`src/rtl/fp_subtractor.sv`:
```
// fp_subtractor: multi-cycle IEEE-754 single-precision subtractor, result = a - b.
// The subtrahend's sign is flipped on capture and the operation becomes an addition.
// Alignment and normalisation shift one bit per cycle under a small FSM.
// The datapath mantissa is 28 bits: carry, implicit bit, 23 fraction bits, then G/R/S.
// Optional feature: define FP_SUB_RNE_EN for round-to-nearest-even in PACK.
// Without it, PACK truncates.
// Specials are resolved in UNPACK. They pass through PACK only to register the
// result, so that they meet the two-cycle special latency.
module fp_subtractor (
   input  logic        clk,
   input  logic        rst_n,
   input  logic        in_valid,
   output logic        in_ready,
   input  logic [31:0] a,
   input  logic [31:0] b,
   output logic        out_valid,
   input  logic        out_ready,
   output logic [31:0] result,
   output logic        busy
);

   typedef enum logic [2:0] {
      S_IDLE   = 3'd0,
      S_UNPACK = 3'd1,
      S_ALIGN  = 3'd2,
      S_ADD    = 3'd3,
      S_NORM   = 3'd4,
      S_PACK   = 3'd5,
      S_DONE   = 3'd6
   } state_t;

   state_t      r_state;
   state_t      w_next_state;

   logic [31:0] r_a;
   logic [31:0] r_b;            // already negated subtrahend
   logic        r_sx;
   logic        r_sy;
   logic [9:0]  r_ex;
   logic [27:0] r_mx;
   logic [27:0] r_my;
   logic [4:0]  r_cnt;
   logic        r_special;
   logic [31:0] r_special_val;
   logic [31:0] r_result;
   logic        r_out_valid;

   // A further left shift is needed while the implicit bit is clear, the exponent can still drop, and m is nonzero
   function automatic logic f_need_norm(input logic [27:0] m, input logic [9:0] e);
      return (m[26] == 1'b0) && (e > 10'd1) && (m != 28'd0);
   endfunction

   // ---------------- UNPACK decode ----------------
   logic [7:0]  w_ea, w_eb, w_ex, w_ey, w_diff;
   logic [27:0] w_ma, w_mb, w_mx, w_my;
   logic        w_a_ge_b, w_sx, w_sy;
   logic [4:0]  w_shift;
   logic        w_a_inf, w_b_inf, w_a_nan, w_b_nan, w_special;
   logic [31:0] w_special_val;

   // Unpack both operands: denormals use exponent 1 with a clear implicit bit
   always_comb begin
      w_ea     = (r_a[30:23] == 8'd0) ? 8'd1 : r_a[30:23];
      w_eb     = (r_b[30:23] == 8'd0) ? 8'd1 : r_b[30:23];
      w_ma     = {1'b0, |r_a[30:23], r_a[22:0], 3'b000};
      w_mb     = {1'b0, |r_b[30:23], r_b[22:0], 3'b000};
      // The raw magnitude bits order the same way as the values themselves
      w_a_ge_b = (r_a[30:0] >= r_b[30:0]);
      w_sx     = w_a_ge_b ? r_a[31] : r_b[31];
      w_sy     = w_a_ge_b ? r_b[31] : r_a[31];
      w_ex     = w_a_ge_b ? w_ea : w_eb;
      w_ey     = w_a_ge_b ? w_eb : w_ea;
      w_mx     = w_a_ge_b ? w_ma : w_mb;
      w_my     = w_a_ge_b ? w_mb : w_ma;
      w_diff   = w_ex - w_ey;
      w_shift  = (w_diff > 8'd26) ? 5'd26 : w_diff[4:0];

      w_a_inf  = (r_a[30:23] == 8'hFF) && (r_a[22:0] == 23'd0);
      w_b_inf  = (r_b[30:23] == 8'hFF) && (r_b[22:0] == 23'd0);
      w_a_nan  = (r_a[30:23] == 8'hFF) && (r_a[22:0] != 23'd0);
      w_b_nan  = (r_b[30:23] == 8'hFF) && (r_b[22:0] != 23'd0);
      w_special = w_a_nan | w_b_nan | w_a_inf | w_b_inf;
      // Opposite signs after negation means Inf minus a same-signed Inf
      if (w_a_nan || w_b_nan || (w_a_inf && w_b_inf && (r_a[31] != r_b[31])))
         w_special_val = 32'h7FC0_0000;
      else if (w_a_inf)
         w_special_val = r_a;
      else
         w_special_val = r_b;
   end

   // ---------------- ADD / NORM ----------------
   logic [27:0] w_sum, w_add_m, w_shl_m;
   logic [9:0]  w_add_e, w_shl_e;

   // Add or subtract the aligned mantissas; a carry is folded back with sticky kept
   always_comb begin
      w_sum   = (r_sx == r_sy) ? (r_mx + r_my) : (r_mx - r_my);
      w_add_m = w_sum[27] ? {1'b0, w_sum[27:2], w_sum[1] | w_sum[0]} : w_sum;
      w_add_e = r_ex + {9'd0, w_sum[27]};
      w_shl_m = {r_mx[26:0], 1'b0};
      w_shl_e = r_ex - 10'd1;
   end

   // ---------------- PACK ----------------
   logic        w_inc;
   logic [24:0] w_rnd;
   logic [22:0] w_frac;
   logic [9:0]  w_e_fin;
   logic        w_hid;
   logic [31:0] w_pack;

   // Round the 24-bit significand, then encode zero, overflow, denormal or normal
   always_comb begin
`ifdef FP_SUB_RNE_EN
      w_inc = r_mx[2] & (r_mx[1] | r_mx[0] | r_mx[3]);
`else
      w_inc = 1'b0;
`endif
      w_rnd   = {1'b0, r_mx[26:3]} + {24'd0, w_inc};
      w_frac  = w_rnd[24] ? w_rnd[23:1] : w_rnd[22:0];
      w_e_fin = r_ex + {9'd0, w_rnd[24]};
      w_hid   = w_rnd[24] | w_rnd[23];
      if (r_mx == 28'd0)
         w_pack = {r_sx & r_sy, 31'd0};           // -0 only for (-0)-(+0)
      else if (w_e_fin >= 10'd255)
         w_pack = {r_sx, 8'hFF, 23'd0};
      else if (!w_hid)
         w_pack = {r_sx, 8'h00, w_frac};
      else
         w_pack = {r_sx, w_e_fin[7:0], w_frac};
   end

   // ---------------- FSM ----------------
   // State register
   always_ff @(posedge clk) begin
      if (!rst_n)
         r_state <= S_IDLE;
      else
         r_state <= w_next_state;
   end

   // Next-state decision; ADD and NORM look ahead so that no idle NORM cycle is spent
   always_comb begin
      w_next_state = r_state;
      case (r_state)
         S_IDLE:   if (in_valid) w_next_state = S_UNPACK;
         S_UNPACK: begin
            if (w_special)
               w_next_state = S_PACK;
            else if (w_shift != 5'd0)
               w_next_state = S_ALIGN;
            else
               w_next_state = S_ADD;
         end
         S_ALIGN:  if (r_cnt == 5'd1) w_next_state = S_ADD;
         S_ADD:    w_next_state = f_need_norm(w_add_m, w_add_e) ? S_NORM : S_PACK;
         S_NORM:   w_next_state = f_need_norm(w_shl_m, w_shl_e) ? S_NORM : S_PACK;
         S_PACK:   w_next_state = S_DONE;
         S_DONE:   if (out_ready) w_next_state = S_IDLE;
         default:  w_next_state = S_IDLE;
      endcase
   end

   // Handshake outputs derived from the state
   always_comb begin
      in_ready  = (r_state == S_IDLE);
      busy      = (r_state != S_IDLE);
      out_valid = r_out_valid;
      result    = r_result;
   end

   // Datapath registers stepped by the current state
   always_ff @(posedge clk) begin
      if (!rst_n) begin
         r_a           <= 32'd0;
         r_b           <= 32'd0;
         r_sx          <= 1'b0;
         r_sy          <= 1'b0;
         r_ex          <= 10'd0;
         r_mx          <= 28'd0;
         r_my          <= 28'd0;
         r_cnt         <= 5'd0;
         r_special     <= 1'b0;
         r_special_val <= 32'd0;
         r_result      <= 32'd0;
         r_out_valid   <= 1'b0;
      end else begin
         case (r_state)
            S_IDLE: begin
               if (in_valid) begin
                  r_a <= a;
                  r_b <= b ^ 32'h8000_0000;
               end
            end
            S_UNPACK: begin
               r_sx          <= w_sx;
               r_sy          <= w_sy;
               r_ex          <= {2'b00, w_ex};
               r_mx          <= w_mx;
               r_my          <= w_my;
               r_cnt         <= w_shift;
               r_special     <= w_special;
               r_special_val <= w_special_val;
            end
            S_ALIGN: begin
               r_my  <= {1'b0, r_my[27:2], r_my[1] | r_my[0]};
               r_cnt <= r_cnt - 5'd1;
            end
            S_ADD: begin
               r_mx <= w_add_m;
               r_ex <= w_add_e;
            end
            S_NORM: begin
               r_mx <= w_shl_m;
               r_ex <= w_shl_e;
            end
            S_PACK: begin
               r_result    <= r_special ? r_special_val : w_pack;
               r_out_valid <= 1'b1;
            end
            S_DONE: begin
               if (out_ready) r_out_valid <= 1'b0;
            end
            default: ;
         endcase
      end
   end

endmodule
```
`config.mk`:
```
export PLATFORM = sky130hd
export DESIGN_NAME = fp_subtractor
export DESIGN_NICKNAME = d
export VERILOG_FILES = /design/src/rtl/fp_subtractor.sv
export SDC_FILE = /design/constraint.sdc
export NUM_CORES = 1
export LEC_CHECK = 0
export BUFFER_PORTS_ARGS = -buffer_cell sky130_fd_sc_hd__buf_2
export CAP_MARGIN = 20
export CORE_AREA = 2 2 156 158
export DETAILED_ROUTE_END_ITERATION = 10
export DIE_AREA = 0 0 158 160
export GPL_ROUTABILITY_DRIVEN = 0
export PLACE_DENSITY_LB_ADDON = 0.05
export SYNTH_ARGS = -nofsm -noshare
export SYNTH_HDL_FRONTEND = slang
export SYNTH_SLANG_ARGS = --single-unit
export TNS_END_PERCENT = 100
```
`constraint.sdc`:
```
create_clock -name clk -period 9.6 [get_ports clk]
set_input_delay 0 -clock clk [delete_from_list [all_inputs] [get_ports clk]]
set_output_delay 0 -clock clk [all_outputs]
set_load 0.02 [all_outputs]
```
* Yosys cells after proc, flatten, opt, wreduce, memory -nomap -nowiden
Cells that the tools add are included.
** Operators by class
- $add $sub $neg :: 6
- Mux-type cells :: 31
- Order comparisons :: 5
- Reduce and logical (&&, ||, !) cells :: 32
- Equal/unequal tests :: 14
- Bitwise logic cells :: 9
** Operators by type and width (number)
- two-way mux 32 bit :: 4
- case mux 28 bit (3 select lines) :: 1
- two-way mux 27 bit :: 3
- two-way mux 31 bit :: 2
- case mux 28 bit (2 select lines) :: 1
- nonzero test 28 bit :: 2
- zero test 23 bit :: 2
- nonzero test 23 bit :: 2
- two-way mux 8 bit :: 4
- greater-or-equal comparator 31 bit :: 1
- case mux 10 bit (3 select lines) :: 1
- adder 28 bit :: 1
- zero test 28 bit :: 1
- two-way mux 28 bit :: 1
- subtractor 28 bit :: 1
- case mux 3 bit (7 select lines) :: 1
- greater-than comparator 10 x 1 -> 1 bit (second input constant) :: 2
- == test 8 bit (second input constant) :: 2
- zero test 8 bit :: 2
- OR reduction 8 bit :: 2
- two-way mux 3 bit :: 4
- adder 10 x 1 -> 10 bit :: 1
- greater-or-equal comparator 10 x 8 -> 1 bit (second input constant) :: 1
- logical AND 1 bit :: 10
- other kinds (25) :: 45
** Word-level totals
- Register bits :: 206
- Output and inout port bits :: 35

* Longest topological paths before layout
Gate-level depths: netlist (run 1).
- Depth in word-level cells :: 10
- Depth in mapped cells :: 29
- Gate-level depth less buffers :: 26

* Worst setup path after synthesis (run 1)
OpenSTA, ideal clock, no wires.
- Kind :: register -> register
- From :: reg r_my[7]
- To :: reg r_state[0]
- Library setup time :: 0.129 ns
- Setup slack :: 3.099 ns
- Cell stages (with the launch flop) :: 28
- Clock period less this slack :: 6.501 ns
- Arrival :: 6.372 ns
- Path through :: dfxtp_1 or4_4 or3_4 nand4bb_4 or4_4 o31ai_1 nand2_1 xor2_1 ha_1 clkbuf_1 a21oi_1 o21ai_0 a2111oi_0 o21ai_0 a31oi_1 nor2_2 clkinv_2 buf_6 ha_1 ha_1 nand3_1 or2_2 xor2_1 nand3_1 nor3_1 a311o_1 o311ai_0 nand2_1
** Between the ends
- Longest elaborated chain between the ends :: 8
- Elaborated cells between the ends (all ways) :: 12
- Those cells by class :: add/sub: 3; order compare: 1; mux: 4; bitwise: 1; reduce/logical: 3
** RTL lines
- start: declaration :: RTL line 41 : logic [27:0] r_my;
- start signal: assignment :: RTL line 201 : r_my <= w_my;
- start signal: assignment :: RTL line 207 : r_my <= {1'b0, r_my[27:2], r_my[1] | r_my[0]};
- subtractor 28 bit / adder 28 bit (equally long branches) :: RTL line 98 : w_sum = (r_sx == r_sy) ? (r_mx + r_my) : (r_mx - r_my);
- two-way mux 28 bit * :: RTL line 98
- adder 10 x 1 -> 10 bit / two-way mux 27 bit (equally long branches) :: RTL line 100, 99
- greater-than comparator 10 x 1 -> 1 bit / inverter 1 bit (equally long branches) :: RTL line 50 : return (m[26] == 1'b0) && (e > 10'd1) && (m != 28'd0);
- logical AND 1 bit :: RTL line 50
- logical AND 1 bit * :: RTL line 50
- two-way mux 1 bit * :: RTL line 157 : S_ADD: w_next_state = f_need_norm(w_add_m, w_add_e) ? S_NORM : S_PACK;
- case mux 3 bit (7 select lines) * :: RTL line 146 : case (r_state)
- end signal: assignment :: RTL line 140 : r_state <= w_next_state;
- end: declaration :: RTL line 32 : state_t r_state;
Mark *: on every way between the ends. The rest lies on a longest branch, timed or not.
A chain may end at the register's enable or synchronous reset.

* Worst setup path after layout (run 1)
Ends and elaborated chain as after synthesis.

==> results of run 1 <==
cell type report:
type | count | share of cell area, %
clock buffers | 33 | 4.30
well taps | 324 | 2.59
multi-input cells | 1309 | 56.2
repair buffers | 187 | 8.61
clock inverters | 8 | 0.752
inverters | 56 | 1.35
flip-flops and latches | 205 | 26.2
through the flow:
step	util [%]	hold WS, ns	power (W)	instance area [um^2]
floorplan	-	0.145	0.00323	13600
global placement	59.4	0.252	0.00396	14100
detailed placement	59.4	0.260	0.00399	14100
CTS	65.4	0.0520	0.00494	15600
global route	65.7	0.0313	0.00536	15600
finish	65.7	0.00215	0.00504	15600
per-layer routing:
metal / track usage, % / vias to the layer above / wire, um
met2: 49.2 / 622 / 18000
met3: 4.48 / 79 / 3990
li1: - / 6405 / -
met4: 8.89 / 0 / 1140
met1: 52.3 / 6429 / 20100
met5: 0 / - / 0
path summary, 6_finish.rpt:
kind / start / end / slack, ns
hold reg to reg: result[9] / result[9] / 0.49
setup reg to reg: r_my[7] / r_state[0] / 1.87
setup / recovery: r_my[7] / r_state[0] / 1.87
hold / removal: in_valid / r_a[30] / 0.002
critical path, cell delays in order, from the launching register on:
cell and delay (ns):
sky130_fd_sc_hd__dfxtp_1 0.37, sky130_fd_sc_hd__or4_4 0.56, sky130_fd_sc_hd__or3_4 0.37, sky130_fd_sc_hd__nand4bb_4 0.26
sky130_fd_sc_hd__or4_4 0.47, sky130_fd_sc_hd__o31ai_1 0.40, sky130_fd_sc_hd__nand2_1 0.12, sky130_fd_sc_hd__xor2_1 0.16
sky130_fd_sc_hd__ha_1 0.40, sky130_fd_sc_hd__a21oi_1 0.21, sky130_fd_sc_hd__o21ai_0 0.19, sky130_fd_sc_hd__a2111oi_0 0.51
sky130_fd_sc_hd__o21ai_0 0.25, sky130_fd_sc_hd__a31oi_1 0.65, sky130_fd_sc_hd__nor2_2 0.29, sky130_fd_sc_hd__clkinv_2 0.34
sky130_fd_sc_hd__ha_1 0.27, sky130_fd_sc_hd__ha_1 0.28, sky130_fd_sc_hd__nand3_1 0.14, sky130_fd_sc_hd__or2_2 0.34
sky130_fd_sc_hd__xor2_1 0.16, sky130_fd_sc_hd__nand3_1 0.12, sky130_fd_sc_hd__nor3_1 0.06, sky130_fd_sc_hd__a311o_1 0.32
sky130_fd_sc_hd__o311ai_0 0.29, sky130_fd_sc_hd__nand2_1 0.08
Yosys cell counts, drive strengths merged, types with 25 or more instances:
cell type,n
xnor2,42
o221ai,30
a21oi,104
nor2b,38
nor2,108
ha,77
nor3b,25
a21boi,71
dfxtp,205
nor4,26
and2,35
nand2,211
inv,54
a221oi,43
clkbuf,109
o21ai,95
nor3,35
mux2i,51
a22oi,49
power groups by stage:
| stage | combinational, W | clock, W | sequential, W |
|---|---|---|---|
| after floorplan | 0.00204 | 0 | 0.00118 |
| after global placement | 0.00263 | 0 | 0.00133 |
| after detailed placement | 0.00265 | 0 | 0.00133 |
| after CTS | 0.00269 | 0.000935 | 0.00132 |
| after global routing | 0.00303 | 0.000976 | 0.00136 |
| final | 0.00278 | 0.000929 | 0.00134 |
flip-flops by register name (all words and copies together), names as in the netlist:
signal / cells
r_special: 1
r_mx: 28
r_state: 3
r_special_val: 32
r_my: 27
r_sx: 1
r_sy: 1
result: 32
r_a: 32
r_ex: 10
out_valid: 1
r_b: 32
r_cnt: 5
cells by family after synthesis:
| kind of cell | synth area share [%] |
|---|---|
| multiplexers | 4.76 |
| AO/OA/AOI/OAI | 27.4 |
| AND/OR/NAND/NOR | 21.0 |
| flip-flops | 30.3 |
| adder cells (fa/ha/maj) | 7.41 |
| XOR/XNOR | 4.07 |
| buffers and inverters | 5.06 |
==> metrics, run 1 <==
Max Fclk 129 MHz; Setup WS pre-CTS 2.13 ns; switching power as a share of total power 48.1%; Post-Syn Instances 1,692; # placed instances 2,013; clock-pin slew on the worst setup and hold paths 0.07 ns; run status completed; total area of multi-input combinational cells 8780 um^2; total power divided by cell area 322 nW/um^2; Post-CTS Setup Inserts 0; layout cell share with drive strength beyond 1 11.3%; Antenna Nets Post-Route 0; most common cell after layout, fill and taps aside sky130_fd_sc_hd__nand2_1; number of max-cap violations 0; clock tree root buffer cell sky130_fd_sc_hd__clkbuf_16; hold-fix buffer count after cts 65; Max Fanout on Critical Path 21; top-level port count 103; proportion of power drawn by combinational gates 55.1%; kind of launch point of the worst setup path flop; initial antenna violation count 1; number of CTS-inserted buffers 23; Clk Latency, worst-skew pair 0.52 ns; Min Clock Period, post-route 7.73 ns; cell internal power dissipation 0.00262 W; cells taking the most area after synthesis sky130_fd_sc_hd__dfxtp_1 (30%), sky130_fd_sc_hd__ha_1 (7.1%), sky130_fd_sc_hd__nand2_1 (5.8%); net switching power 0.00243 W; pin slew with the least headroom to its limit 1.03 ns; Cell Area, Synth 13,600 um^2; total number of vias 13,500; power share of the clock group 18.4%; height of the chip 160 um; detailed router's first-iteration violation count 1,579; number of global-route vias before repair 12,400; number of standard cells in the final layout excluding fillers 2,122; total nets after synthesis 1,839; most frequent cells in the layout sky130_fd_sc_hd__nand2_1 (210), sky130_fd_sc_hd__dfxtp_1 (205), sky130_fd_sc_hd__a21oi_1 (104), sky130_fd_sc_hd__nor2_1 (103), sky130_fd_sc_hd__buf_2 (101); area delta synth->final 15.4%; Max-Slew Margin vs Limit 31.4%; number of warning messages in the yosys log 0; average cell area after synthesis 8.01 um^2; post-route clock period utilization 80.5%; # clock sinks 205; number of I/O port buffers 102; width of the die 158 um; Core Rows 57; core area 23,800 um^2; wire length per cell 20.4 um; worst hold path type in2reg; clock tree from TritonCTS done; Post-synth EDFFs 0; number of distinct library cells after synthesis 74; depth of the worst register-to-register path 25; number of buffers on the longest clock path 3; fraction of post-synthesis cell area in the top cell type by area 30.3%; number of nets at the end of the flow 1,929; asr flop ratio synth 0%; data arrival at the endpoint of the critical path 8.14 ns; unrepaired setup endpoints after global routing no; number of fill cells 2,127; flip-flop and latch count after synthesis 205; sequential standard cell area 4100 um^2; All-Layer GR Usage 33.8%; CP Data Required Time 10.01 ns; starting density of the core 56.9%; share of synthesized area occupied by flip-flops and latches 30.3%; CP Class reg2reg; sort of element at the end of the critical path flop; Final Setup Violations 0; final number of max-transition violations 0; maximum number of pins on one net before global-route repair 88; biggest area consumer among synthesized cells sky130_fd_sc_hd__dfxtp_1; average via count per standard cell 6.38; total wire length after detailed routing 43.3 mm; die outline area 25,300 um^2; GRT Residual Overflow 0; first-pass GRT wire length 68.5 mm; worst clock skew 0.0195 ns; number of cells on the worst hold path 4; fraction of power consumed by sequential logic 26.5%; cells resized by post-CTS repair 0; detailed placement HPWL 30.6 mm; number of iterations in the first detailed-routing pass 5; total DRC errors in the routed layout 0; total count of hold-check failures in the final report 0; prevailing post-synth register cell sky130_fd_sc_hd__dfxtp_1; antenna diode instance count 0; # H-tree levels 1; least setup slack across all paths after layout 1.87 ns; Worst IR Drop VDD 0.000254 V; leakage power total 6.30 nW; Sum Neg Setup Slack 0 ns
Power figures use the tool's default switching activity.
==> run 2: changes to the inputs <==
==> constraint.sdc (replaced) <==
create_clock -name clk -period 8 [get_ports clk]
set_input_delay 0 -clock clk [delete_from_list [all_inputs] [get_ports clk]]
set_output_delay 0 -clock clk [all_outputs]
set_load 0.02 [all_outputs]
==> metrics, run 2 (synthesis results as in run 1) <==
run status finished, violations left (was completed); violations in the final reports hold timing; Max Fanout on Critical Path 13 (was 21); final number of max-transition violations 0 (unchanged); height of the chip 160 um (unchanged); net switching power 0.00286 W (was 0.00243 W); maximum number of pins on one net before global-route repair 141 (was 88); total area of multi-input combinational cells 8780 um^2 (unchanged); width of the die 158 um (unchanged); layout cell share with drive strength beyond 1 11.3% (about the same); hold-fix buffer count after cts 65 (unchanged); clock-pin slew on the worst setup and hold paths 0.06 ns (was 0.07 ns); data arrival at the endpoint of the critical path 7.71 ns (was 8.14 ns); sort of element at the end of the critical path flop (unchanged); unrepaired setup endpoints after global routing no (unchanged); switching power as a share of total power 48.0% (was 48.1%); die outline area 25,300 um^2 (unchanged); number of global-route vias before repair 12,300 (was 12,400); number of I/O port buffers 102 (unchanged); worst hold path type in2reg (unchanged); initial antenna violation count 0 (was 1); cells resized by post-CTS repair 0 (unchanged); final total power 0.00596 W (was 0.00504 W); All-Layer GR Usage 33.8% (about the same); detailed placement HPWL 30.5 mm (was 30.6 mm); number of max-cap violations 0 (unchanged); clock tree from TritonCTS done (unchanged); post-route clock period utilization 91.3% (was 80.5%); Bufs and invs on worst path 2 (was 1); family with the most delay on the worst path compound AO/OA/AOI/OAI gates (unchanged); total number of vias 13,400 (was 13,500); Max-Slew Margin vs Limit 30.0% (was 31.4%); leakage power total 6.30 nW (about the same); Antenna Nets Post-Route 0 (unchanged); number of buffers on the longest clock path 3 (unchanged); # clock sinks 205 (unchanged); wire length per cell 20.5 um (was 20.4 um); GRT Residual Overflow 0 (unchanged); cell internal power dissipation 0.00310 W (was 0.00262 W); Max Fclk 137 MHz (was 129 MHz); number of fill cells 2,094 (was 2,127); detailed router's first-iteration violation count 1,197 (was 1,579); fraction of power consumed by sequential logic 26.8% (was 26.5%); most frequent cells in the layout sky130_fd_sc_hd__nand2_1 (210), sky130_fd_sc_hd__dfxtp_1 (205), sky130_fd_sc_hd__a21oi_1 (104), sky130_fd_sc_hd__nor2_1 (103), sky130_fd_sc_hd__buf_2 (101) (unchanged); critical-path cell with the highest stage delay sky130_fd_sc_hd__a31oi_1 (unchanged); number of nets at the end of the flow 1,932 (was 1,929); total power divided by cell area 381 nW/um^2 (was 322 nW/um^2); core area 23,800 um^2 (unchanged); area delta synth->final 15.4% (about the same); first-pass GRT wire length 68.0 mm (was 68.5 mm); antenna diode instance count 0 (unchanged); average via count per standard cell 6.29 (was 6.38); Sum Neg Setup Slack 0 ns (unchanged); Core Rows 57 (unchanged); Min Clock Period, post-route 7.31 ns (was 7.73 ns); Worst Hold Slack -0.0217 ns (was 0.00215 ns); worst clock skew 0.0150 ns (was 0.0195 ns); Clk Latency, worst-skew pair 0.52 ns (about the same); kind of launch point of the worst setup path flop (unchanged); clock tree root buffer cell sky130_fd_sc_hd__clkbuf_16 (unchanged); starting density of the core 56.9% (unchanged); Post-CTS Setup Inserts 0 (unchanged); most common cell after layout, fill and taps aside sky130_fd_sc_hd__nand2_1 (unchanged); worst stage delay on the critical path 0.66 ns (was 0.65 ns); number of iterations in the first detailed-routing pass 5 (unchanged); CP Class reg2reg (unchanged); cell repeated most along the worst path sky130_fd_sc_hd__ha_1 (unchanged); number of CTS-inserted buffers 24 (was 23); total wire length after detailed routing 43.5 mm (was 43.3 mm); # H-tree levels 1 (unchanged); power share of the clock group 18.0% (was 18.4%); proportion of power drawn by combinational gates 55.2% (was 55.1%); CP Data Required Time 8.40 ns (was 10.01 ns); Final Setup Violations 0 (unchanged); sequential standard cell area 4100 um^2 (unchanged); top-level port count 103 (unchanged); total DRC errors in the routed layout 0 (unchanged); Worst IR Drop VDD 0.000291 V (was 0.000254 V); pin slew with the least headroom to its limit 1.05 ns (was 1.03 ns); total count of hold-check failures in the final report 7 (was 0)
==> run 2: stage by stage <==
stage	util (%)	hold WS [ns]	setup WS [ns]	cell area, um^2	std cells
6_report	65.7	-0.0217	0.692	15600	2125
5_1_grt	65.7	0.0319	0.195	15600	2125
4_1_cts	65.4	0.0279	0.853	15600	2122
3_5_place_dp	59.4	0.261	0.881	14200	2015
3_3_place_gp	59.4	0.251	1.04	14200	2015
2_1_floorplan	-	0.145	1.50	13600	1692
==> run 2: power groups by stage <==
stage	registers, W	clock network [W]	logic, W
global placement	0.00159	0	0.00312
finish	0.00159	0.00107	0.00329
detailed placement	0.00159	0	0.00315
CTS	0.00157	0.00108	0.00320
global route	0.00162	0.00113	0.00358
floorplan	0.00142	0	0.00245
==> run 2: final cells by class <==
| class | instances | share of cell area (%) |
|---|---|---|
| Clock buffer | 37 | 4.54 |
| Clock inverter | 5 | 0.344 |
| Inverter | 56 | 1.35 |
| Multi-Input combinational cell | 1309 | 56.2 |
| Sequential cell | 205 | 26.2 |
| Tap cell | 324 | 2.59 |
| Timing Repair Buffer | 189 | 8.78 |
==> run 2: worst min-delay path: stages <==
cell and delay (ns):
sky130_fd_sc_hd__buf_2 0.13, sky130_fd_sc_hd__nand2_2 0.15, sky130_fd_sc_hd__nand2_1 0.10, sky130_fd_sc_hd__a21boi_0 0.07
==> run 2: routing by layer <==
layer	wire length, um	global-route usage (%)
met1	19800	51.3
met3	4300	6.59
met4	974	8.31
met2	18400	49.1
met5	0	0
==> run 2: final timing paths <==
kind	cells after the start	startpoint	slack, ns	endpoint
max	26	r_my[7]	0.69	r_state[0]
min	4	in_valid	-0.02	r_a[30]
max reg2reg	26	r_my[7]	0.69	r_state[0]
min reg2reg	2	result[18]	0.49	result[18]
==> run 3: changes to the inputs <==
--- a/config.mk
+++ b/config.mk
@@ -5,11 +5,12 @@
 export SDC_FILE = /design/constraint.sdc
 export NUM_CORES = 1
 export LEC_CHECK = 0
+export ABC_AREA = 1
 export BUFFER_PORTS_ARGS = -buffer_cell sky130_fd_sc_hd__buf_2
 export CAP_MARGIN = 20
-export CORE_AREA = 2 2 156 158
+export CORE_AREA = 2 2 159 161
 export DETAILED_ROUTE_END_ITERATION = 10
-export DIE_AREA = 0 0 158 160
+export DIE_AREA = 0 0 161 163
 export GPL_ROUTABILITY_DRIVEN = 0
 export PLACE_DENSITY_LB_ADDON = 0.05
 export SYNTH_ARGS = -nofsm -noshare
==> metrics, run 3 <==
average via count per standard cell 5.81 (was 6.29); clock tree root buffer cell sky130_fd_sc_hd__clkbuf_16 (unchanged); starting density of the core 57.2% (was 56.9%); Max Fclk 179 MHz (was 137 MHz); most repeated cell in the gate-level netlist after synthesis sky130_fd_sc_hd__nand2_1 (unchanged); number of I/O port buffers 102 (unchanged); number of nets at the end of the flow 2,471 (was 1,932); prevailing post-synth register cell sky130_fd_sc_hd__dfxtp_1 (unchanged); total number of vias 15,500 (was 13,400); sort of element at the end of the critical path flop (unchanged); Setup WS pre-CTS 2.62 ns (was 0.881 ns); hold-fix buffer count after cts 84 (was 65); unrepaired setup endpoints after global routing no (unchanged); Max Fanout on Critical Path 13 (unchanged); number of global-route vias before repair 13,800 (was 12,300); die outline area 26,200 um^2 (was 25,300 um^2); data arrival at the endpoint of the critical path 6.04 ns (was 7.71 ns); total nets after synthesis 2,349 (was 1,839); top-level port count 103 (unchanged); maximum number of pins on one net before global-route repair 128 (was 141); least setup slack across all paths after layout 2.42 ns (was 0.692 ns); total power divided by cell area 491 nW/um^2 (was 381 nW/um^2); critical-path cell with the highest stage delay sky130_fd_sc_hd__ha_1 (was sky130_fd_sc_hd__a31oi_1); share of synthesized area occupied by flip-flops and latches 29.1% (was 30.3%); area delta synth->final 17.0% (was 15.4%); Core Rows 58 (was 57); Bufs and invs on worst path 6 (was 2); layout cell share with drive strength beyond 1 9.01% (was 11.3%); Cell Area, Synth 14,100 um^2 (was 13,600 um^2); number of buffers on the longest clock path 3 (unchanged); antenna diode instance count 0 (unchanged); most frequent cells in the layout sky130_fd_sc_hd__nand2_1 (531), sky130_fd_sc_hd__inv_1 (304), sky130_fd_sc_hd__a21oi_1 (235), sky130_fd_sc_hd__o21ai_0 (222), sky130_fd_sc_hd__dfxtp_1 (205) (was sky130_fd_sc_hd__nand2_1 (210), sky130_fd_sc_hd__dfxtp_1 (205), sky130_fd_sc_hd__a21oi_1 (104), sky130_fd_sc_hd__nor2_1 (103), sky130_fd_sc_hd__buf_2 (101)); clock-pin slew on the worst setup and hold paths 0.06 ns (about the same); number of CTS-inserted buffers 24 (unchanged); CP Class reg2reg (unchanged); Worst IR Drop VDD 0.000283 V (was 0.000291 V); final total power 0.00811 W (was 0.00596 W); number of iterations in the first detailed-routing pass 6 (was 5); cells resized by post-CTS repair 0 (unchanged); Post-Syn Instances 2,202 (was 1,692); kind of launch point of the worst setup path flop (unchanged); Max-Slew Margin vs Limit 36.7% (was 30.0%); number of fill cells 2,230 (was 2,094); Hold Crit Endpoint r_a[20] (was r_a[30]); number of distinct library cells after synthesis 53 (was 74); biggest area consumer among synthesized cells sky130_fd_sc_hd__dfxtp_1 (unchanged); Final Setup Violations 0 (unchanged); wire length per cell 18.1 um (was 20.5 um); launch instance of the worst min-delay path a[20] (was in_valid); worst stage delay on the critical path 0.33 ns (was 0.66 ns); Sum Neg Setup Slack 0 ns (unchanged); number of max-cap violations 0 (unchanged); Min Clock Period, post-route 5.58 ns (was 7.31 ns); run status completed (was finished, violations left); CP Data Required Time 8.46 ns (was 8.40 ns); number of cells on the worst hold path 4 (unchanged); detailed router's first-iteration violation count 1,518 (was 1,197); asr flop ratio synth 0% (unchanged); core area 24,700 um^2 (was 23,800 um^2); Critical R2R Launch r_my[0] (was r_my[7]); cell repeated most along the worst path sky130_fd_sc_hd__nand2_1 (was sky130_fd_sc_hd__ha_1); worst hold path type in2reg (unchanged); depth of the worst register-to-register path 38 (was 26); final number of max-transition violations 0 (unchanged); post-route clock period utilization 69.7% (was 91.3%); leakage power total 7.89 nW (was 6.30 nW); Post-synth EDFFs 0 (unchanged); r2r endpoint r_state[0] (unchanged); Clk Latency, worst-skew pair 0.53 ns (was 0.52 ns); fraction of post-synthesis cell area in the top cell type by area 29.1% (was 30.3%); number of warning messages in the yosys log 0 (unchanged); cells taking the most area after synthesis sky130_fd_sc_hd__dfxtp_1 (29%), sky130_fd_sc_hd__nand2_1 (14%), sky130_fd_sc_hd__a21oi_1 (8.3%) (was sky130_fd_sc_hd__dfxtp_1 (30%), sky130_fd_sc_hd__ha_1 (7.1%), sky130_fd_sc_hd__nand2_1 (5.8%)); first-pass GRT wire length 75.0 mm (was 68.0 mm); family with the most delay on the worst path simple AND/OR/NAND/NOR gates (was compound AO/OA/AOI/OAI gates); total count of hold-check failures in the final report 0 (was 7); pin slew with the least headroom to its limit 0.947 ns (was 1.05 ns); Post-CTS Setup Inserts 0 (unchanged); flip-flop and latch count after synthesis 205 (unchanged); All-Layer GR Usage 35.9% (was 33.8%); height of the chip 163 um (was 160 um); GRT Residual Overflow 0 (unchanged); average cell area after synthesis 6.40 um^2 (was 8.01 um^2); worst clock skew 0.0147 ns (was 0.0150 ns); total DRC errors in the routed layout 0 (unchanged); clock tree from TritonCTS done (unchanged); # clock sinks 205 (unchanged); # H-tree levels 1 (unchanged); most common cell after layout, fill and taps aside sky130_fd_sc_hd__nand2_1 (unchanged); detailed placement HPWL 34.6 mm (was 30.5 mm); total wire length after detailed routing 48.3 mm (was 43.5 mm); Antenna Nets Post-Route 0 (unchanged); width of the die 161 um (was 158 um); list of most frequent post-synthesis cells sky130_fd_sc_hd__nand2_1 (532), sky130_fd_sc_hd__inv_1 (304), sky130_fd_sc_hd__a21oi_1 (235) (was sky130_fd_sc_hd__nand2_1 (211), sky130_fd_sc_hd__dfxtp_1 (205), sky130_fd_sc_hd__clkbuf_1 (109)); initial antenna violation count 0 (unchanged); internal reg-to-reg setup slack 2.42 ns (was 0.69 ns)
[run 3: logic make-up (layout without fill, tap and decap cells)]
| group | after synthesis | count (layout) | share of synthesized area, % |
|---|---|---|---|
| AOI/OAI and AO/OA | 553 | 553 | 21.2 |
| DFF | 205 | 205 | 29.1 |
| adders and majority gates | 79 | 79 | 7.12 |
| buffers and inverters | 419 | 559 | 11.5 |
| xor gates and xnor gates | 60 | 60 | 3.73 |
| and+or+nand+nor | 886 | 886 | 27.3 |
[run 3: layer usage]
layer	share of wire [%]	GRT usage (%)	vias up	wire [um]
met2	42	53.9	765	20100
met3	10	6.26	86	5010
met5	0	0	-	0
met1	45	52.6	7139	21800
li1	-	-	7532	-
met4	2.7	10.3	0	1280
[run 3: final cells by class]
class | instances | area (um^2) | area share (%)
clock buffers | 33 | 696 | 4.22
clock inverters | 11 | 188 | 1.14
inverters | 315 | 1180 | 7.17
multi-input cells | 1578 | 8400 | 50.9
flip-flops and latches | 205 | 4100 | 24.9
well taps | 330 | 413 | 2.50
repair buffers | 200 | 1510 | 9.18
[run 3: worst reg2reg max path: cells and delay by family (launching register included)]
kind	cells	cell delay (ns)
DFF	1	0.32
AOI/OAI and AO/OA	1	0.23
and+or+nand+nor	26	3.40
buffers and inverters	6	0.43
xor gates and xnor gates	2	0.45
adders and majority gates	3	0.69
[run 3: worst max-delay path by stage]
stage,from,endpoint,slack [ns],cells after the start
after floorplan,r_my[0],r_state[0],3.41,37
after global placement,r_my[0],r_state[0],2.74,36
after detailed placement,r_my[0],r_state[0],2.62,38
final,r_my[0],r_state[0],2.42,38
after global routing,r_my[0],r_state[0],1.78,37
after CTS,r_my[0],r_state[0],2.58,38
[run 3: per-stage QoR]
| step | hold slack (ns) | cells | area (um^2) | util [%] |
|---|---|---|---|---|
| after detailed placement | 0.284 | 2540 | 14700 | 59.5 |
| after global routing | 0.321 | 2672 | 16500 | 66.9 |
| final | 0.306 | 2672 | 16500 | 66.9 |
| after floorplan | 0.185 | 2202 | 14100 | - |
| after CTS | 0.275 | 2668 | 16400 | 66.5 |
| after global placement | 0.276 | 2540 | 14700 | 59.5 |
[run 3: power by group]
group | internal [W] | leakage, nW | switching, W
registers | 0.00133 | 1.68 | 0.000349
clock network | 0.000770 | 0.437 | 0.000460
logic | 0.00166 | 5.77 | 0.00354
